$ cat config.mk
export PLATFORM = sky130hd
export DESIGN_NAME = ysyx_220053_divu
export DESIGN_NICKNAME = d
export VERILOG_FILES = /design/src/rtl/ysyx_220053_div_pkg.sv /design/src/rtl/ysyx_220053_div_step.sv /design/src/rtl/ysyx_220053_divu.sv
export SDC_FILE = /design/constraint.sdc
export NUM_CORES = 1
export LEC_CHECK = 0
export BUFFER_PORTS_ARGS = -buffer_cell sky130_fd_sc_hd__buf_2
export CAP_MARGIN = 20
export CORE_AREA = 4 4 289 291
export CTS_CLUSTER_SIZE = 10
export DETAILED_ROUTE_END_ITERATION = 7
export DIE_AREA = 0 0 293 295
export GPL_TIMING_DRIVEN = 0
export PLACE_DENSITY = 0.54
export SYNTH_ARGS = -nofsm -noshare
export SYNTH_HDL_FRONTEND = slang
export SYNTH_SLANG_ARGS = --single-unit
export TNS_END_PERCENT = 50
$ cat constraint.sdc
create_clock -name clk -period 11.5 [get_ports clk]
set_input_delay 2.875 -clock clk [delete_from_list [all_inputs] [get_ports clk]]
set_output_delay 2.875 -clock clk [all_outputs]
set_load 0.02 [all_outputs]
$ cat src/rtl/ysyx_220053_div_pkg.sv
// rtl/ysyx_220053_div_pkg.sv - shared constants for the iterative restoring divider
// Contents: operand width, iteration counter width, FSM state encoding,
//           divide-by-zero quotient value.
package ysyx_220053_div_pkg;

    localparam int DIV_WIDTH = 64;
    localparam int DIV_CNT_W = $clog2(DIV_WIDTH) + 1;

    // Plain encoded constants keep the state bits stable for older tooling.
    localparam logic [1:0] IDLE = 2'd0;
    localparam logic [1:0] CALC = 2'd1;
    localparam logic [1:0] DONE = 2'd2;

    localparam logic [DIV_WIDTH-1:0] DIV0_QUO = {DIV_WIDTH{1'b1}};

endpackage

$ cat src/rtl/ysyx_220053_div_step.sv
// rtl/ysyx_220053_div_step.sv - one combinational radix-2 restoring division step
// Ports:
//   rem         in   WIDTH  partial remainder (always < divisor_mag)
//   quo         in   WIDTH  partial quotient; upper bits still hold unshifted dividend
//   divisor_mag in   WIDTH  divisor magnitude
//   rem_next    out  WIDTH  partial remainder after this step
//   quo_next    out  WIDTH  partial quotient after this step
module ysyx_220053_div_step
    import ysyx_220053_div_pkg::*;
#(
    parameter int WIDTH = DIV_WIDTH
) (
    input  logic [WIDTH-1:0] rem,
    input  logic [WIDTH-1:0] quo,
    input  logic [WIDTH-1:0] divisor_mag,
    output logic [WIDTH-1:0] rem_next,
    output logic [WIDTH-1:0] quo_next
);

    logic [WIDTH:0] shifted;
    logic           fits;

    // {rem, quo} shifted left by one; the extra top bit keeps the trial exact.
    assign shifted = {rem, quo[WIDTH-1]};
    assign fits    = shifted >= {1'b0, divisor_mag};

    // When the trial subtraction fits, the result is below divisor_mag and
    // therefore representable in WIDTH bits.
    assign rem_next = fits ? WIDTH'(shifted - {1'b0, divisor_mag}) : shifted[WIDTH-1:0];
    assign quo_next = {quo[WIDTH-2:0], fits};

endmodule

$ cat src/rtl/ysyx_220053_divu.sv
// rtl/ysyx_220053_divu.sv - iterative radix-2 restoring divider for RV64 DIV/DIVU/REM/REMU
// Ports:
//   clk, rst    clock, synchronous active-high reset
//   dividend    in   WIDTH  dividend, sampled on accept
//   divisor     in   WIDTH  divisor, sampled on accept
//   div_signed  in   1      two's-complement operands, sampled on accept
//   div_valid   in   1      request valid
//   div_ready   out  1      idle, request can be accepted
//   flush       in   1      abort in-flight op / block accept
//   out_valid   out  1      one-cycle completion pulse
//   quotient    out  WIDTH  quotient, held until next completion
//   remainder   out  WIDTH  remainder, held until next completion
module ysyx_220053_divu
    import ysyx_220053_div_pkg::*;
#(
    parameter int WIDTH = DIV_WIDTH,
    parameter int CNT_W = DIV_CNT_W
) (
    input  logic             clk,
    input  logic             rst,
    input  logic [WIDTH-1:0] dividend,
    input  logic [WIDTH-1:0] divisor,
    input  logic             div_signed,
    input  logic             div_valid,
    output logic             div_ready,
    input  logic             flush,
    output logic             out_valid,
    output logic [WIDTH-1:0] quotient,
    output logic [WIDTH-1:0] remainder
);

    logic [1:0]       state;
    logic [CNT_W-1:0] cnt;
    logic [WIDTH-1:0] rem_q;
    logic [WIDTH-1:0] quo_q;
    logic [WIDTH-1:0] dsr_mag;
    logic             neg_q;
    logic             neg_r;

    logic             accept;
    logic             dvd_neg;
    logic             dsr_neg;
    logic [WIDTH-1:0] dvd_mag_c;
    logic [WIDTH-1:0] dsr_mag_c;
    logic [WIDTH-1:0] rem_next;
    logic [WIDTH-1:0] quo_next;
    logic             last_step;

    assign div_ready = (state == IDLE);
    assign out_valid = (state == DONE) && !flush;
    assign accept    = div_ready && div_valid && !flush;

    assign dvd_neg   = div_signed && dividend[WIDTH-1];
    assign dsr_neg   = div_signed && divisor[WIDTH-1];
    assign dvd_mag_c = dvd_neg ? -dividend : dividend;
    assign dsr_mag_c = dsr_neg ? -divisor : divisor;

    assign last_step = (cnt == CNT_W'(WIDTH - 1));

    ysyx_220053_div_step #(
        .WIDTH(WIDTH)
    ) u_step (
        .rem        (rem_q),
        .quo        (quo_q),
        .divisor_mag(dsr_mag),
        .rem_next   (rem_next),
        .quo_next   (quo_next)
    );

    always_ff @(posedge clk) begin
        if (rst) begin
            state     <= IDLE;
            cnt       <= '0;
            rem_q     <= '0;
            quo_q     <= '0;
            dsr_mag   <= '0;
            neg_q     <= 1'b0;
            neg_r     <= 1'b0;
            quotient  <= '0;
            remainder <= '0;
        end else begin
            case (state)
                IDLE: begin
                    if (accept) begin
                        if (divisor == '0) begin
                            // Divide by zero skips the iteration entirely.
                            state     <= DONE;
                            quotient  <= DIV0_QUO;
                            remainder <= dividend;
                        end else begin
                            state   <= CALC;
                            cnt     <= '0;
                            rem_q   <= '0;
                            quo_q   <= dvd_mag_c;
                            dsr_mag <= dsr_mag_c;
                            neg_q   <= dvd_neg ^ dsr_neg;
                            neg_r   <= dvd_neg;
                        end
                    end
                end
                CALC: begin
                    if (flush) begin
                        state <= IDLE;
                    end else begin
                        rem_q <= rem_next;
                        quo_q <= quo_next;
                        cnt   <= cnt + 1'b1;
                        if (last_step) begin
                            // Sign fixup on the final step's outputs; the
                            // -2^(W-1)/-1 case yields 2^(W-1) unnegated, which
                            // is already the required wrapped result.
                            state     <= DONE;
                            quotient  <= neg_q ? -quo_next : quo_next;
                            remainder <= neg_r ? -rem_next : rem_next;
                        end
                    end
                end
                DONE:    state <= IDLE;
                default: state <= IDLE;
            endcase
        end
    end

endmodule
# Word level (Yosys, flattened, before mapping)
# Index checks and enable logic that the tools add are counted.
# totals
regBits	331
input_bits	133
out_inout_bits	130
word_cells	72
# classes
muxes	32
bitwise_logic	2
n_eq_ne	9
n_addsub	6
reduce_logical	13
magnitude_cmp	1
# ops
op	count
64-bit 2-to-1 mux	19
64-bit case mux with 2 select lines	4
64-bit negation	4
65-bit by 64-bit greater-or-equal comparator with 1-bit output	1
64-bit zero test	1
64-bit subtractor	1
7-bit 2-to-1 mux	3
7-bit case mux with 2 select lines	1
2-bit 2-to-1 mux	4
7-bit by 1-bit adder with 7-bit output (second input constant)	1
7-bit by 6-bit equality test with 1-bit output (second input constant)	1
2-bit inequality test (second input constant)	3
1-bit logical AND	5
5-bit AND reduction	1
2-bit by 1-bit inequality test with 1-bit output (second input constant)	2
2-bit case mux with 2 select lines	1
4-bit AND reduction	1
3-bit inequality test (second input constant)	1
3-bit AND reduction	1
2-bit by 1-bit equality test with 1-bit output (second input constant)	1
2-bit equality test (second input constant)	1
2-bit zero test	1
2-bit AND reduction	1
2-bit nonzero test	1
other kinds (3)	3

# Longest topological paths before layout
# Gate-level depths: netlist of run 1.
# depth
depth_word	7
ltp_mapped	26
mapped_depth_nobuf	20

# Modules after synthesis
# From an unflattened synthesis of run 1, not the netlist that was laid out.
# unflattened
cells_unflattened	3211
hier_area_um2	24492.2
# modules_own_cells
mod	cells_each	area_each_um2	seq_area_each_um2	n_inst
ysyx_220053_divu	2390	18619.1	6626.4	1
ysyx_220053_div_step	821	5873.1	0.0	1

# Least setup slack after synthesis of run 1
# No wires, ideal clock.
# synth_timing
kind	input -> register
from	input divisor[0]
to	register remainder[57]
setup_slack_ps	4925
t_arrival_ps	6513
path_buffers	1
t_required_ps	11438
path_stages	15
setup_time_ps	62
path_cell_list	inv_1 ha_1 or3b_2 or4_1 nor2b_1 clkbuf_1 and4_1 nand2_1 or4_1 nor3b_2 o21ai_2 nor2_2 nand2_1 or4_1 nand3_1
# synth_via
elab_chain_len	3
# synth_rtl
element	line	text
from (decl)	ysyx_220053_divu.sv:22	input logic [WIDTH-1:0] divisor,
64-bit zero test	ysyx_220053_divu.sv:85	if (divisor == '0) begin
2-bit by 1-bit inequality test with 1-bit output (no line)	-	
5-bit AND reduction (no line)	-	
to (signal assigned)	ysyx_220053_divu.sv:89	remainder <= dividend;
to (signal assigned)	ysyx_220053_divu.sv:114	remainder <= neg_r ? -rem_next : rem_next;
to (decl)	ysyx_220053_divu.sv:29	output logic [WIDTH-1:0] remainder
# Every way passes these cells.
# A chain may end at the register's enable or synchronous reset.

# Worst setup path in the final report of run 1
# layout_timing
from	register rem_q[42]
to	register remainder[58]
# layout_via
elab_chain_len	7
elab_cells_between_ends	8
cone_classes	add/sub: 2; order compare: 1; mux: 5
# layout_rtl
element	line	text
from (decl)	ysyx_220053_divu.sv:34	logic [WIDTH-1:0] rem_q;
from (signal assigned)	ysyx_220053_divu.sv:105	rem_q <= rem_next;
64-bit subtractor / 65-bit by 64-bit greater-or-equal comparator with 1-bit output (equally long branches)	ysyx_220053_div_step.sv:29, ysyx_220053_div_step.sv:25	
64-bit 2-to-1 mux *	ysyx_220053_div_step.sv:29	assign rem_next = fits ? WIDTH'(shifted - {1'b0, divisor_mag}) : shifted[WIDTH-1:0];
64-bit negation	ysyx_220053_divu.sv:114	
64-bit 2-to-1 mux *	ysyx_220053_divu.sv:114	
64-bit 2-to-1 mux *	ysyx_220053_divu.sv:108	if (last_step) begin
64-bit 2-to-1 mux *	ysyx_220053_divu.sv:102	if (flush) begin
64-bit case mux with 2 select lines *	ysyx_220053_divu.sv:82	case (state)
# Every way passes the cells marked *; elsewhere a longest branch is shown, timed or not. The select of a mux whose other input is x is not followed.

==> impl_results.md, run 1 <==
* Pleak at 11.0 nW
* Worst slew pin tran at 1.17 ns
* Most used cell, CP: buf_2
* Worst slew margin at 21.7%
* Die height at 295 um
* Achievable Freq at 104 MHz
* Synthesized area at 24100 um2
* Seq/Total Area, Yosys at 27.5%
* Worst path bufs/invs at 7
* Library cell with the largest summed area after synthesis: dfxtp_1
* Hold buffers post-CTS at 0
* Met3 Use GR at 4.02%
* Max-cap violation count at 0
* Synth Area per Inst at 7.24 um2
* Post-synth EDFFs at 0
* Row count at 104
* Die area at 86400 um2
* Die X-Extent at 293 um
* Nets at 3847
* I/O Pins at 263
* Crit path time final at 9.62 ns
* Synth cell types at 98
* Initial core utilization at 30.0%
* # port buffers at 262
* DR vias/cell at 5.67
* Worst-path clk slew at 0.06 ns
* Largest family of logic cells by synthesized area: compound AO/OA/AOI/OAI gates
* Pwr/cell area at 114 nW/um2
* Synth Area in Adders at 3.66%
* Clk_lat worst skew at 0.61 ns
* Top-area cell type share of the netlist area at 27.5%
* Worst setup SP type: register
* Peak supply drop at 0.0851 mV
* Worst-case clock buffer depth at 3
* ANT nets after route at 0
* Via count at 26832
* FF+latch count, synth at 331
* Simple-Gate Fraction of Synth Area at 23.9%
* Worst min-delay path category: reg2reg
* DRT iter0 DRCs at 2770
* Max stage delay cell, worst path: clkbuf_1
* Synth Warn # at 0
* Synth Net Count at 3537
* Final setup viols at 0
* Post-CTS Repair Setup Buffers at 0
* Final hold vios at 0
* RSZ-0062 raised after global routing: no
* Period utilization at 83.6%
* Outcome: completed
* Core area at 80500 um2
* First-pass GRT wire length at 166000 um
* Crit-path leading delay family: buffers and inverters
* Layout cells sized above 1 at 11.9%
* CTS tree: built
* Met2 usage at 40.5%
* Drc violations at 0
* CTS root buffer: clkbuf_16
* Top FF cell, synth: dfxtp_1
* Largest net degree at the start of global routing at 13
* Cts repair resizes at 0
* Grt total ovfl at 0
* Post-Synth XOR/XNOR Area at 9.84%
* Vias in the first global route at 24819
* CP Capture Type: register
* GPL Wtd Cong at 0.964
* GRT Max-Usage Layer: met2
* Final slew viol count at 0
* Area grow syn2layout at 16.4%
* Worst Path Required at 11.95 ns
* Fillers at 8781
* CTS sink count at 331
* Setup_tns at 0 ns
* Ranking of synthesized cells by area: dfxtp_1 27%, a21oi_1 6.7%, nor2_1 6.4%
* Mux cell area share after synthesis at 1.01%
* Core Util, Final at 34.9%
* Compound-Gate Fraction of Synth Area at 28.4%
* Async set or reset register ratio after synthesis at 0%
* DRT Wirelength at 115000 um
* DRT Pass-1 Iters at 7
* Global-route usage over all layers at 25.2%
* CP peak stage delay at 0.91 ns
* HPWL Detailed at 93600 um
* Initial antenna violation count at 8
* Register area at 6630 um2
* H-tree levels at 2
* WS Path Type: reg2reg
* Met1 GRT Util at 34.4%
* Synthesized instance count at 3334
* Clock Skew at 0.0200 ns
* Wire per inst at 24.3 um
* Footprint of the multi-input gates at 16100 um2
* Num CTS Buffers at 42
* Worst EP arrival at 10.06 ns
* Max FO, Critical Path at 10
==> metal layers <==
| layer | routed length (um) | vias to the layer above |
|---|---|---|
| li1 | - | 12721 |
| met1 | 49500 | 12605 |
| met2 | 50900 | 1308 |
| met3 | 10300 | 194 |
| met4 | 4100 | 4 |
| met5 | 23 | - |
==> layout by cell type (no fill, tap or decap), types with 94 or more instances in the layout <==
cell      Yosys  routed
buf_2        49     313
nand2_1     369     369
inv_1       100     100
xnor2_1     113     113
dfxtp_1     331     331
clkbuf_1    152     160
xor2_1      158     158
nor2_1      410     409
nor3_1       94      94
o21ai_0     222     222
a21oi_1     325     325
==> final timing paths <==
check / to / from / slack (ns) / depth (start not counted)
hold / removal: dsr_mag[62]$_SDFFE_PP0P_ / dsr_mag[62]$_SDFFE_PP0P_ / 0.46 / 2
setup reg to reg: remainder[58]$_SDFFE_PP0P_ / rem_q[42]$_SDFFE_PP0P_ / 1.88 / 26
setup / recovery: remainder[58]$_SDFFE_PP0P_ / rem_q[42]$_SDFFE_PP0P_ / 1.88 / 26
hold reg to reg: dsr_mag[62]$_SDFFE_PP0P_ / dsr_mag[62]$_SDFFE_PP0P_ / 0.46 / 2
==> cell families after synthesis <==
| group | count (synthesis) |
|---|---|
| and+or+nand+nor | 1234 |
| AOI/OAI and AO/OA | 1066 |
| buffers and inverters | 338 |
| DFF | 331 |
| xor gates and xnor gates | 271 |
| adders and majority gates | 70 |
| muxes | 24 |
==> sequential cells by signal (all words and copies together) (netlist names) <==
| name | cells |
|---|---|
| state | 2 |
| rem_q | 64 |
| cnt | 7 |
| neg_r | 1 |
| dsr_mag | 64 |
| quo_q | 64 |
| neg_q | 1 |
| quotient | 64 |
| remainder | 64 |
==> metrics by stage <==
stage,std cells,instance area [um2],power [mW],worst slack (ns),hold slack (ns)
floorplan,3334,24100,1.69,4.92,0.432
global placement,4656,26800,1.93,2.01,0.443
detailed placement,4659,26800,1.93,2.07,0.452
CTS,4722,28100,3.20,2.06,0.458
global route,4726,28100,3.32,1.69,0.480
finish,4730,28100,3.20,1.88,0.461
==> layout make-up <==
type	instances	share of cell area [%]
Sequential cell	331	23.6
Inverter	101	1.35
Tap cell	1060	4.72
Multi-Input combinational cell	2665	57.4
Clock inverter	9	0.419
Antenna cell	7	0.0624
Clock buffer	54	4.05
Buffer	237	3.56
Timing Repair Buffer	266	4.81
==> cell usage after synthesis (all sizes together) (9+ instances only) <==
master and n:
xnor2 113, ha 69, a2111oi 9, a311oi 29, a21oi 333, nor2 411, o211a 10, o21a 16
o41ai 21, a21o 22, o211ai 65, xor2 158, and3 23, or2 13, nand2b 19, nand2 369
clkbuf 152, o31ai 61, and2 16, o22ai 12, nor2b 13, a22oi 44, a31oi 41, buf 85
nor4 36, nand3 61, dfxtp 331, mux2i 21, or4 26, nand4 56, or3 52, inv 100
o21ai 233, a211oi 89, and4 13, nor3 96
==> report_power, final <==
group          internal, mW  total (mW)  switching [mW]
Sequential             1.18        1.22          0.0326
Clock                 0.716        1.28           0.559
Combinational         0.222       0.713           0.490
==> worst reg2reg max path, cell delays in order, from the launching register on <==
cell and delay [ns]:
dfxtp_1 0.41, ha_1 0.35, buf_2 0.21, nand4_1 0.27, nor4_1 0.85, nand4_1 0.17, o211ai_1 0.21, o32ai_1 0.18
buf_2 0.22, nand3_2 0.15, buf_2 0.26, clkbuf_1 0.42, buf_1 0.51, clkbuf_1 0.91, buf_1 0.78, nand2_1 0.12
o21ai_0 0.32, ha_1 0.40, nand2_1 0.10, nor3_2 0.29, or4b_4 0.53, a222oi_1 0.47, nand4b_2 0.32, nor3_1 0.47
a31oi_1 0.18, xnor2_1 0.28, a21oi_1 0.11
(Power assumes the default switching activity.)
==> run 2: changes to the inputs <==
clock period = 9 ns   (was 11.5 ns; I/O delays follow)
==> run 2 against run 1 <==
  * Critical path depth down 1
  * Non-clock buffer count down 1
  * Highest routed layer unchanged
  * Largest cell class unchanged
  * Largest power group unchanged
  * Total power up 28%
  * Via count down 0.13%
  * Critical endpoint unchanged
==> impl_results.md, run 2 (synthesized netlist as in run 1, its figures left out) <==
* Pwr/cell area at 146 nW/um2
* Worst slew margin at 22.5%
* I/O Pins at 263
* Final hold vios at 0
* Period utilization at 95.3%
* Via count at 26796
* Row count at 104
* CP Capture Type: register
* Nets at 3846
* Core area at 80500 um2
* DRT iter0 DRCs at 2650
* ANT nets after route at 0
* Clock Skew at 0.0198 ns
* CTS sink count at 331
* First-pass GRT wire length at 165000 um
* Max FO, Critical Path at 19
* Die height at 295 um
* Cell Area, Placed at 26800 um2
* Setup_tns at 0 ns
* Clk_lat worst skew at 0.60 ns
* DRT Pass-1 Iters at 6
* Final Cell Area at 28100 um2
* Achievable Freq at 117 MHz
* Most common cell after layout, fill and taps aside: nor2_1
* CP peak stage delay at 0.86 ns
* Worst-case clock buffer depth at 3
* CTS tree: built
* Outcome: completed
* Worst-path clk slew at 0.06 ns
* Layout cells sized above 1 at 11.9%
* Final slew viol count at 0
* Pleak at 11.0 nW
* Global-route usage over all layers at 25.1%
* Dpl cells at 4659
* Worst EP arrival at 9.02 ns
* Wire per inst at 24.2 um
* GPL Wtd Cong at 0.964
* Most frequent cells in the layout: 409 x nor2_1, 369 x nand2_1, 331 x dfxtp_1
* Worst Path Required at 9.45 ns
* Initial antenna violation count at 9
* Worst setup SP type: register
* Die area at 86400 um2
* Peak supply drop at 0.109 mV
* Grt total ovfl at 0
* CTS root buffer: clkbuf_16
* H-tree levels at 2
* Area grow syn2layout at 16.4%
* Pwr Total at 4.09 mW
* Initial core utilization at 30.0%
* # port buffers at 262
* Final Non-Filler Cells at 4729
* Crit path time final at 8.58 ns
* Vias in the first global route at 24844
* Max stage delay cell, worst path: nor4_1
* HPWL Detailed at 93600 um
* Num CTS Buffers at 42
* Drc violations at 0
* RSZ-0062 raised after global routing: no
* Hold buffers post-CTS at 0
* Max-cap violation count at 0
* DRT Wirelength at 114000 um
* Most used cell, CP: buf_2
* DR vias/cell at 5.67
* Worst slew pin tran at 1.16 ns
* Largest net degree at the start of global routing at 20
* Die X-Extent at 293 um
* Worst min-delay path category: reg2reg
* WS Path Type: reg2reg
* Final setup viols at 0
[run 2: cell type report]
cell class	count	area, um2
Buffer	236	997
Clock inverter	9	118
Tap cell	1060	1330
Antenna cell	7	17.5
Timing Repair Buffer	266	1350
Sequential cell	331	6630
Clock buffer	54	1140
Multi-Input combinational cell	2665	16100
Inverter	101	379
Fill cell	8781	52500
[run 2: what timing repair did]
item / in CTS / in global routing
hold endpoints to repair: 0 / 0
setup endpoints to repair: 12 / 4
gates resized for setup: 1 / 1
setup buffers: 0 / 0
[run 2: critical path, delay by kind of cell (launching register included)]
family | cells | cell delay [ns]
AND/OR/NAND/NOR | 10 | 3.26
buffers and inverters | 6 | 2.30
flip-flops | 1 | 0.41
XOR/XNOR | 1 | 0.28
adder cells (fa/ha/maj) | 2 | 0.70
AO/OA/AOI/OAI | 6 | 1.43
[run 2: power by group]
group / internal, mW / switching [mW]
clock: 0.915 / 0.708
combinational: 0.284 / 0.626
sequential: 1.51 / 0.0417
total: 2.71 / 1.38
[run 2: stage by stage]
| step | util (%) | hold WS (ns) | worst slack, ns |
|---|---|---|---|
| 2_1_floorplan | - | 0.432 | 3.03 |
| 3_3_place_gp | 33.2 | 0.443 | -0.490 |
| 3_5_place_dp | 33.3 | 0.452 | -0.426 |
| 4_1_cts | 34.8 | 0.458 | 0.372 |
| 5_1_grt | 34.8 | 0.480 | 0.0919 |
| 6_report | 34.9 | 0.462 | 0.423 |
[run 2: path summary, 6_finish.rpt]
check                                start  cells past startpoint  slack [ns]                         end
setup reg to reg    rem_q[42]$_SDFFE_PP0P_                     25        0.42  remainder[58]$_SDFFE_PP0P_
setup / recovery    rem_q[42]$_SDFFE_PP0P_                     25        0.42  remainder[58]$_SDFFE_PP0P_
hold / removal    dsr_mag[62]$_SDFFE_PP0P_                      2        0.46    dsr_mag[62]$_SDFFE_PP0P_
hold reg to reg   dsr_mag[62]$_SDFFE_PP0P_                      2        0.46    dsr_mag[62]$_SDFFE_PP0P_
[run 2: metal layers]
layer  global-route usage [%]  wire, um
met5                        0        23
met4                     8.55      4340
met3                     3.58     10100
met2                     40.6     50500
met1                     34.5     49400
